[config.mk]
export PLATFORM = sky130hd
export DESIGN_NAME = tx_frame_ctrl
export DESIGN_NICKNAME = d
export VERILOG_FILES = /design/src/rtl/tx_frame_ctrl.sv
export SDC_FILE = /design/constraint.sdc
export NUM_CORES = 1
export LEC_CHECK = 0
export ABC_AREA = 1
export CORE_MARGIN = 8
export CORE_UTILIZATION = 48
export CTS_CLUSTER_SIZE = 40
export DETAILED_ROUTE_END_ITERATION = 12
export PLACE_DENSITY = 0.77
export SYNTH_ARGS = -nofsm -noshare
export SYNTH_HDL_FRONTEND = slang
export SYNTH_SLANG_ARGS = --single-unit
[constraint.sdc]
create_clock -name CLK -period 1.4 [get_ports CLK]
set_input_delay 0.28 -clock CLK [delete_from_list [all_inputs] [get_ports CLK]]
set_output_delay 0.28 -clock CLK [all_outputs]
set_load 0.005 [all_outputs]
[src/rtl/tx_frame_ctrl.sv]
// tx_frame_ctrl: UART transmit frame sequencer that sits beside the TX serializer.
// It frames each word as start bit, WIDTH data bits (LSB first), optional parity
// bit and stop bit. It drives the serializer shift enable, the line-mux select,
// the BUSY/accept handshake, the final TX line level and a stop-bit TX_DONE pulse.
//
// Optional feature, macro TX_BACK_TO_BACK_EN: when defined, BUSY drops during the
// stop bit so a pending word is accepted there and the next start bit follows the
// stop bit with no idle gap. When undefined, at least one IDLE cycle separates frames.
module tx_frame_ctrl #(
    parameter int WIDTH = 8
) (
    input  logic             CLK,
    input  logic             RST,
    input  logic [WIDTH-1:0] P_DATA,
    input  logic             DATA_VALID,
    input  logic             PAR_EN,
    input  logic             PAR_TYP,
    input  logic             SER_DATA,
    input  logic             SER_DONE,
    output logic             SER_ENABLE,
    output logic [1:0]       MUX_SEL,
    output logic             BUSY,
    output logic             TX_OUT,
    output logic             TX_DONE
);

    localparam int CW = $clog2(WIDTH + 1);

    localparam logic [1:0] SEL_START  = 2'b00;
    localparam logic [1:0] SEL_STOP   = 2'b01;
    localparam logic [1:0] SEL_DATA   = 2'b10;
    localparam logic [1:0] SEL_PARITY = 2'b11;

    typedef enum logic [2:0] {
        S_IDLE   = 3'd0,
        S_START  = 3'd1,
        S_DATA   = 3'd2,
        S_PARITY = 3'd3,
        S_STOP   = 3'd4
    } state_t;

    state_t           r_state;
    state_t           w_next;
    logic [WIDTH-1:0] r_data;
    logic             r_par_en;
    logic             r_par_typ;
    logic [CW-1:0]    r_cnt;

    logic             w_accept;
    logic             w_par_bit;
    logic             w_wd_expire;

    // A word is taken whenever the source offers one and the frame handshake is free.
    assign w_accept    = DATA_VALID && !BUSY;
    // Parity is computed only from the latched copy so mid-frame input changes are harmless.
    assign w_par_bit   = (^r_data) ^ r_par_typ;
    // Last permitted DATA cycle: without SER_DONE by now the frame is forced to STOP.
    assign w_wd_expire = (r_cnt == CW'(WIDTH - 1));

    // State register; reset aborts any frame in progress.
    always_ff @(posedge CLK) begin
        // NOTE: sequential state uses non-blocking assignments so every register
        // samples pre-edge values regardless of block ordering.
        if (RST) begin
            r_state <= S_IDLE;
        end else begin
            r_state <= w_next;
        end
    end

    // Latched frame attributes, captured on the accept edge only.
    always_ff @(posedge CLK) begin
        // NOTE: the word and parity latches are reset too, so parity is defined
        // even before the first frame rather than carrying X into PARITY decode.
        if (RST) begin
            r_data    <= '0;
            r_par_en  <= 1'b0;
            r_par_typ <= 1'b0;
        end else if (w_accept) begin
            r_data    <= P_DATA;
            r_par_en  <= PAR_EN;
            r_par_typ <= PAR_TYP;
        end
    end

    // DATA-phase cycle counter feeding the watchdog; idles at zero outside DATA.
    always_ff @(posedge CLK) begin
        if (RST || (r_state != S_DATA)) begin
            r_cnt <= '0;
        end else begin
            r_cnt <= r_cnt + CW'(1);
        end
    end

    // Next-state logic; unused encodings fall back to IDLE.
    always_comb begin
        // NOTE: a default is assigned first so every path drives w_next and no
        // latch is inferred.
        w_next = S_IDLE;
        case (r_state)
            S_IDLE:   w_next = w_accept ? S_START : S_IDLE;
            S_START:  w_next = S_DATA;
            S_DATA: begin
                if (SER_DONE) begin
                    w_next = r_par_en ? S_PARITY : S_STOP;
                end else if (w_wd_expire) begin
                    w_next = S_STOP;
                end else begin
                    w_next = S_DATA;
                end
            end
            S_PARITY: w_next = S_STOP;
            S_STOP:   w_next = w_accept ? S_START : S_IDLE;
            default:  w_next = S_IDLE;
        endcase
    end

    // Control outputs decoded from the current state.
    always_comb begin
        SER_ENABLE = 1'b0;
        MUX_SEL    = SEL_STOP;
        BUSY       = 1'b0;
        TX_DONE    = 1'b0;
        case (r_state)
            S_IDLE: begin
                BUSY = 1'b0;
            end
            S_START: begin
                BUSY    = 1'b1;
                MUX_SEL = SEL_START;
            end
            S_DATA: begin
                BUSY       = 1'b1;
                SER_ENABLE = 1'b1;
                MUX_SEL    = SEL_DATA;
            end
            S_PARITY: begin
                BUSY    = 1'b1;
                MUX_SEL = SEL_PARITY;
            end
            S_STOP: begin
                TX_DONE = 1'b1;
`ifdef TX_BACK_TO_BACK_EN
                BUSY    = 1'b0;
`else
                BUSY    = 1'b1;
`endif
            end
            default: begin
                // Hold off the serializer while recovering from a stray encoding.
                BUSY = 1'b1;
            end
        endcase
    end

    // Line multiplexer: start, stop/idle, serializer data or parity.
    always_comb begin
        TX_OUT = 1'b1;
        case (MUX_SEL)
            SEL_START:  TX_OUT = 1'b0;
            SEL_STOP:   TX_OUT = 1'b1;
            SEL_DATA:   TX_OUT = SER_DATA;
            SEL_PARITY: TX_OUT = w_par_bit;
            default:    TX_OUT = 1'b1;
        endcase
    end

endmodule
==> results of run 1 <==
-- placed cells by master (no fill, tap or decap) --
master / instances
nor2_1: 7
nand3_2: 5
o21ai_0: 3
nand2_4: 1
clkbuf_4: 3
dfxtp_4: 2
nand2_2: 7
or2_2: 1
ha_1: 1
buf_4: 20
nor2_2: 2
clkdlybuf4s50_1: 14
clkinvlp_4: 1
inv_2: 3
a21oi_1: 4
inv_1: 15
buf_12: 1
nand2_1: 24
a21oi_2: 10
dfxtp_2: 9
clkbuf_2: 1
nand3_1: 5
nor2_4: 2
nor3_1: 1
nor3b_2: 1
inv_4: 1
nor3_4: 1
o21ai_2: 9
dfxtp_1: 6
buf_2: 5
buf_6: 2
-- path summary, 6_finish.rpt --
path,to,cells past startpoint,start,slack (ns)
worst max-delay path,TX_OUT,10,r_data[0],-0.27
worst min-delay path,r_cnt[0],1,r_cnt[0],0.45
worst max register to register,r_data[6],7,r_state[1],0.13
worst min register to register,r_cnt[0],1,r_cnt[0],0.45
-- kinds of logic (layout without fill, tap and decap cells) --
group / Yosys count / count (layout)
AO/OA/AOI/OAI: 26 / 26
adder cells (fa/ha/maj): 1 / 1
buffers and inverters: 22 / 66
flip-flops: 17 / 17
AND/OR/NAND/NOR: 57 / 57
-- per-layer routing --
metal	GRT usage [%]	wire length (um)	up-vias	part of all wire, %
li1	-	-	479	-
met3	4.516	91	2	3.9
met4	3.401	12	0	0.51
met2	26.00	1318	9	57
met1	14.18	909	445	39
met5	0	0	-	0
-- registers in the layout (all words and copies together), names as in the netlist --
signal     cells
r_state        3
r_data         8
r_cnt          4
r_par_en       1
r_par_typ      1
-- layout make-up --
type / instances / share of cell area, %
flip-flops and latches: 17 / 25.74
well taps: 27 / 2.422
inverters: 19 / 5.291
clock inverters: 1 / 0.5381
repair buffers: 43 / 26.01
clock buffers: 3 / 1.614
multi-input cells: 84 / 38.39
-- where the power goes --
part           switching, uW  total, uW  internal, uW  leakage [uW]
clock network            162        271           109     0.0000139
logic                    199        402           203      0.000459
registers               37.6        560           523      0.000144
-- what timing repair did --
action | CTS | global route
buffers inserted | 3 | 2
cloned | 0 | 0
endpoints found under the setup margin | 6 | 6
pin swaps | 6 | 5
resized for setup | 37 | 22
-- per-stage QoR --
step                hold WS (ns)  cell area [sq um]
floorplan                 0.3424              918.4
global placement          0.4309               1267
detailed placement        0.4374               1267
CTS                       0.4599               1340
global route              0.4785               1395
finish                    0.4546               1395
==> summary.txt, run 1 <==
Crit path max-delay family = simple AND/OR/NAND/NOR gates
Startpoint Class = flip-flop
syn_nets = 139
compound-cell area share of the yosys netlist = 21.93%
final worst slack = -0.2725 ns
input/output buffers = 20
worst endpoint data arrival time = 1.39 ns
multiplexer share of the synthesized area = 0%
Period minus WS final = 1.673 ns
largest cells by area after synthesis = dfxtp_1 (37%), nand2_1 (12%), a21oi_2 (9.5%)
clock buffer depth = 2
Reg clk slew, reported paths = 0.10 ns
WL final = 2332 um
post-synthesis cell count = 123
Primary FF master, synth = dfxtp_1
post-synthesis xor/xnor area fraction = 0%
Die Width = 59.74 um
violated checks = negative setup slack
synthesized cell area = 918.4 sq um
unrepaired setup endpoints after global routing = true
TritonRoute pass-1 iters = 4
layout cells sized above 1 = 52.10%
H-tree depth = 1
n_diodes = 0
DRC = 0
DR vias = 935
#FFs+latches synth = 17
gpl congestion = 0.7470
Finished Layout Cells = 194
Initial Util = 48.80%
DR WL/cell = 12.02 um
number of pins with negative max-slew slack in the final report = 0
Congestion Overflow GR = 0
CTS tree = built
final core utilization = 74.14%
largest family of logic cells by synthesized area = simple AND/OR/NAND/NOR gates
CP Buf/Inv Count = 2
status = complete, but fails checks
initial antenna violation count = 0
DP HPWL = 1690 um
post-synth top area cell = dfxtp_1
Most common cell on crit path = nand2_1
peak supply drop = 0.0007348 V
crit-path max FO = 3
Layout area overhead = 51.91%
TritonCTS buffer count = 3
area share of fa/ha/maj cells after synthesis = 1.362%
Yosys cell types = 20
cts-stage hold buffer count = 0
CORE AREA = 0.001882 sq mm
Seq/Total Area, Yosys = 37.06%
worst-margin pin slew = 0.2032 ns
Post-Synth Simple-Gate Area = 28.34%
mean post-synth cell area = 7.467 sq um
vias in the first global route = 927
nets@finish = 184
Synthesis Warnings = 0
clk sinks = 17
Top Ports = 21
fmax = 597.9 MHz
DRT iter0 DRCs = 15
EDFF count, synth = 0
placed insts = 185
Yosys top cell area share = 37.06%
most frequent cells after synthesis = nand2_1 (30), inv_1 (19), dfxtp_1 (17)
sequential standard cell area = 359.1 sq um
via/cell ratio = 4.820
Design Power = 1233 uW
total track usage = 13.83%
Slowest cell on crit path = dfxtp_2
first-pass GRT wire length = 3857 um
worst slack at placement = -0.2832 ns
Root Buffer = clkbuf_4
die area = 0.003569 sq mm
Slew HR = 86.31%
Setup CP Type = flip-flop to output pin
PwrDens = 883.7 mW/mm^2
setup violators final = 1
Multi-input gate area = 535.5 sq um
critical-path cell list = inv_1 -> nand2_1 -> nand3_1 -> nand3_2 -> nand2_1 -> nand2_1 -> nand2_1 -> nand2_1 -> nand2_1 -> buf_2
die height = 59.74 um
CP required = 1.12 ns
Largest stage delay, worst path = 0.34 ns
fin crit share = 119.5%
FP Rows = 16
P_leak = 0.0006173 uW
post-route antenna net violation count = 0
Crit. End Element = output pin
Worst Hold Class = flip-flop to flip-flop
largest net degree at the start of global routing = 17
most frequent cell after synthesis = nand2_1
Final Hold Fails = 0
Async S/R FF share, synth = 0%
Final Skew = 0.002035 ns
Max Cap Violations = 0
Skew-Pair Late Insertion Delay = 0.29 ns
total negative setup slack = -0.2725 ns
layout filler cell count = 149
Power figures use the tool's default switching activity.
==> run 2: changes to the inputs <==
CELL_PAD_IN_SITES_DETAIL_PLACEMENT = 1   (was unset)
CELL_PAD_IN_SITES_GLOBAL_PLACEMENT = 2   (was unset)
CORE_UTILIZATION = 27   (was 48)
PLACE_DENSITY = unset   (was 0.77)
PLACE_DENSITY_LB_ADDON = 0.1   (was unset)
==> summary.txt, run 2 (same netlist as run 1, synthesis figures left out) <==
vias in the first global route = 981
input/output buffers = 20
setup violators final = 3
Skew-Pair Late Insertion Delay = 0.29 ns
Worst Hold Class = flip-flop to flip-flop
Reg2Reg Launch Point = r_state[1]
CTS tree = built
CORE AREA = 0.003311 sq mm
initial antenna violation count = 0
Final Skew = 0.002466 ns
worst reg2reg path depth = 8
status = complete, but fails checks
post-route antenna net violation count = 0
n_diodes = 0
DP Area = 0.001286 sq mm
R2R Setup Slk = 0 ns
peak supply drop = 0.0004418 V
DRT iter0 DRCs = 15
Max Cap Violations = 0
commonest non-fill, non-tap cell in the layout = nand2_1
die area = 0.005523 sq mm
nets@finish = 191
DRC = 0
violated checks = negative setup slack
TritonCTS buffer count = 3
via/cell ratio = 4.323
worst endpoint data arrival time = 1.34 ns
FP Rows = 21
DR vias = 951
final core utilization = 48.90%
Initial Util = 27.74%
Top reg by flops = r_data
PwrDens = 822.7 mW/mm^2
die height = 74.32 um
Root Buffer = clkbuf_4
Period minus WS final = 1.617 ns
critical-path cell list = inv_4 -> nand2_4 -> nand3_2 -> nand3_2 -> nand2_1 -> nand2_1 -> nand2_1 -> nand2_1 -> nand2_1 -> buf_2
fin crit share = 115.5%
Top Ports = 21
Final Hold Fails = 0
crit-path max FO = 3
clock buffer depth = 2
Layout area overhead = 76.29%
stages on the worst setup path = 10
P_leak = 0.0007150 uW
number of pins with negative max-slew slack in the final report = 0
gpl congestion = 0.7605
final worst slack = -0.2167 ns
Setup CP Type = flip-flop to output pin
Crit path max-delay family = simple AND/OR/NAND/NOR gates
Most common cell on crit path = nand2_1
DP HPWL = 1905 um
max FFs per register = 8
Reg clk slew, reported paths = 0.11 ns
total track usage = 9.267%
Startpoint Class = flip-flop
layout cells sized above 1 = 57.47%
fmax = 618.5 MHz
worst slack at placement = -0.3273 ns
Hold Path Depth = 1
worst-margin pin slew = 0.1889 ns
Crit. End Element = output pin
DR WL/cell = 12.42 um
Largest stage delay, worst path = 0.38 ns
Top Registers = r_data: 8 flops, r_cnt: 4 flops, r_state: 3 flops
HP Start = r_cnt[0]
clk sinks = 17
FF-to-FF End = r_data[0]
first-pass GRT wire length = 4057 um
Finished Layout Cells = 220
CP Buf/Inv Count = 2
Congestion Overflow GR = 0
Slowest cell on crit path = dfxtp_4
Die Width = 74.32 um
largest net degree at the start of global routing = 12
TritonRoute pass-1 iters = 2
unrepaired setup endpoints after global routing = true
H-tree depth = 1
worst hold endpoint = r_cnt[0]
WL final = 2732 um
placed insts = 205
final non-filler cell area = 0.001619 sq mm
CP required = 1.12 ns
Slew HR = 87.39%
cts-stage hold buffer count = 0
most frequent cells in the layout = nand2_1 (22), buf_4 (20), clkdlybuf4s50_1 (14)
## run 2: cell count changes in the layout (fill, tap and decap cells not counted), moves of 3 or more
cell | before | now
nand2_4 | 1 | 5
buf_6 | 2 | 5
dfxtp_2 | 9 | 6
dfxtp_4 | 2 | 5
o21ai_2 | 9 | 6
o21ai_4 | 0 | 3
## run 2: stage by stage
step / power (uW) / hold WS, ns / setup TNS (ns)
after floorplan: 754.0 / 0.3424 / 0
after global placement: 909.6 / 0.4339 / -0.4788
after detailed placement: 920.8 / 0.4594 / -0.6035
after CTS: 1245 / 0.4747 / -0.6216
after global routing: 1426 / 0.5017 / -0.9732
final: 1332 / 0.4705 / -0.3398
## run 2: report_power, final
group	internal [uW]	switching, uW	total (uW)
sequential	521	40.8	562
combinational	268	229	497
clock	106	166	273
total	896	436	1330
## run 2: worst max path at each step
stage	start	end	slack, ns
2_1_floorplan	r_data[1]	TX_OUT	0.27
3_3_place_gp	r_data[4]	TX_OUT	-0.31
3_5_place_dp	r_data[1]	TX_OUT	-0.33
4_1_cts	r_data[4]	TX_OUT	-0.24
5_1_grt	r_data[0]	TX_OUT	-0.37
6_report	r_data[0]	TX_OUT	-0.22
## run 2: cell type report
class | count | area, sq um
Fill cell | 414 | 1692
Clock inverter | 1 | 5.005
Multi-Input combinational cell | 84 | 604.3
Timing Repair Buffer | 50 | 484.2
Clock buffer | 3 | 22.52
Tap cell | 46 | 57.56
Inverter | 19 | 78.83
Sequential cell | 17 | 366.6
## run 2: repair_timing
action                                  4_1_cts  5_1_grt
setup buffers                                 6        4
pin swaps                                    10       22
cloned                                        0        2
endpoints found under the setup margin       13       16
resized for setup                            46       40
## run 2: worst reg2reg max path: stages, from the launching register on
cell and delay [ns]:
dfxtp_4 0.38, buf_12 0.13, buf_6 0.11, nor2_4 0.09, buf_6 0.11, nand3_4 0.13
buf_8 0.19, o21ai_2 0.13, a21oi_2 0.04
## run 2: metal layers
metal | routed length, um | share of wire (%) | track usage (%) | vias up
li1 | - | - | - | 493
met4 | 10 | 0.37 | 3.913 | 0
met5 | 0 | 0 | 0 | -
met3 | 74 | 2.7 | 2.156 | 2
met2 | 1493 | 55 | 16.31 | 10
met1 | 1152 | 42 | 10.40 | 446
==> run 3: changes to the inputs <==
REMOVE_ABC_BUFFERS = 1   (was unset)
SKIP_LAST_GASP = 1   (was unset)
==> summary.txt, run 3 (same netlist as run 1, synthesis figures left out) <==
status = complete, but fails checks
violated checks = negative setup slack
R2R Setup Slk = 0.15 ns
final worst slack = -0.2272 ns
Final Hold Fails = 0
crit-path max FO = 3
fmax = 614.5 MHz
unrepaired setup endpoints after global routing = true
worst-margin pin slew = 0.2375 ns
PwrDens = 860.9 mW/mm^2
layout cells sized above 1 = 49.09%
DR WL/cell = 11.19 um
most used routing layer = met2
most frequent cells in the layout = nand2_1 (23), buf_4 (16), inv_1 (14), clkdlybuf4s50_1 (14), a21oi_2 (10)
setup violators final = 2
DRC = 0
Reg2Reg Launch Point = r_state[1]
first-pass GRT wire length = 4050 um
post-route antenna net violation count = 0
Startpoint Class = flip-flop
max FFs per register = 8
Root Buffer = clkbuf_4
DP HPWL = 1797 um
Final Skew = 0.005213 ns
CTS tree = built
number of pins with negative max-slew slack in the final report = 0
DRT iter0 DRCs = 12
Worst Hold Class = flip-flop to flip-flop
Max Cap Violations = 0
input/output buffers = 20
Period minus WS final = 1.627 ns
TritonRoute pass-1 iters = 2
P_leak = 0.0006221 uW
clock buffer depth = 2
FP Rows = 21
DR vias = 924
commonest non-fill, non-tap cell in the layout = nand2_1
nets@finish = 182
Hold Path Depth = 1
worst hold endpoint = r_cnt[0]
Congestion Overflow GR = 0
Top reg by flops = r_data
n_diodes = 0
CORE AREA = 0.003311 sq mm
layout filler cell count = 423
Top Ports = 21
peak supply drop = 0.0003511 V
final core utilization = 43.27%
Die Width = 74.32 um
total track usage = 9.521%
final non-filler cell area = 0.001433 sq mm
die area = 0.005523 sq mm
Initial Util = 27.74%
CP required = 1.12 ns
TritonCTS buffer count = 3
Top Registers = r_data: 8 flops, r_cnt: 4 flops, r_state: 3 flops
DP Area = 0.001324 sq mm
gpl congestion = 0.8041
Setup CP Type = flip-flop to output pin
HP Start = r_cnt[0]
FF-to-FF End = r_par_typ
WL final = 2362 um
largest net degree at the start of global routing = 22
vias in the first global route = 987
worst reg2reg path depth = 7
Skew-Pair Late Insertion Delay = 0.29 ns
initial antenna violation count = 0
met2 Usage GRT = 16.99%
clk sinks = 17
Crit. End Element = output pin
via/cell ratio = 4.379
die height = 74.32 um
H-tree depth = 1
met3 usage = 3.369%
Reg clk slew, reported paths = 0.10 ns
grt met1 use = 9.868%
worst endpoint data arrival time = 1.35 ns
Layout area overhead = 55.99%
Slew HR = 84.00%
fin crit share = 116.2%
[run 3: power by group]
part	switching [uW]	leakage [uW]	internal, uW
sequential	35.6	0.000145	522
clock	159	0.0000150	111
combinational	195	0.000462	211
[run 3: final cells by class]
cell class | count | area [sq um] | share of cell area, %
repair buffers | 41 | 381.6 | 26.64
flip-flops and latches | 17 | 364.1 | 25.41
clock buffers | 4 | 26.28 | 1.834
inverters | 19 | 73.82 | 5.153
well taps | 46 | 57.56 | 4.017
multi-input cells | 84 | 529.3 | 36.94
[run 3: how the worst max path moves through the flow]
| stage | start | end | slack, ns | cells past startpoint |
|---|---|---|---|---|
| after CTS | r_data[4] | TX_OUT | -0.27 | 11 |
| after global placement | r_data[7] | TX_OUT | -0.30 | 10 |
| after global routing | r_data[4] | TX_OUT | -0.37 | 11 |
| final | r_data[4] | TX_OUT | -0.23 | 11 |
| after detailed placement | r_data[7] | TX_OUT | -0.37 | 10 |
| after floorplan | r_state[0] | r_par_typ | 0.01 | 4 |
[run 3: per-stage QoR]
stage	worst slack, ns	hold WS (ns)	total power [uW]	std cells	TNS [ns]
after floorplan	0.01099	0.3424	737.8	120	0
after detailed placement	-0.3716	0.4428	940.1	205	-0.6102
after global routing	-0.3703	0.4909	1329	211	-0.5918
after global placement	-0.2955	0.4366	928.9	205	-0.4744
after CTS	-0.2742	0.4624	1243	210	-0.3613
final	-0.2272	0.4539	1233	211	-0.2603
[run 3: layer usage]
layer / wire length (um) / up-vias
met4: 27 / 0
met5: 0 / -
met3: 110 / 4
met2: 1147 / 15
li1: - / 474
met1: 1076 / 431
[run 3: what timing repair did]
item / CTS / global route
gates resized for setup: 41 / 17
setup endpoints to repair: 6 / 6
buffers inserted: 1 / 1
hold buffers: 0 / 0
pin swaps: 8 / 9
[run 3: worst max-delay path, stage by stage (launching register included)]
cell and delay (ns):
dfxtp_4 0.38, nor2_4 0.13, inv_2 0.04, nand2_2 0.05, nand2_2 0.04, nand2_2 0.06, inv_1 0.04, nand2_1 0.04
nand2_1 0.04, nand2_1 0.05, nand2_1 0.04, buf_2 0.13
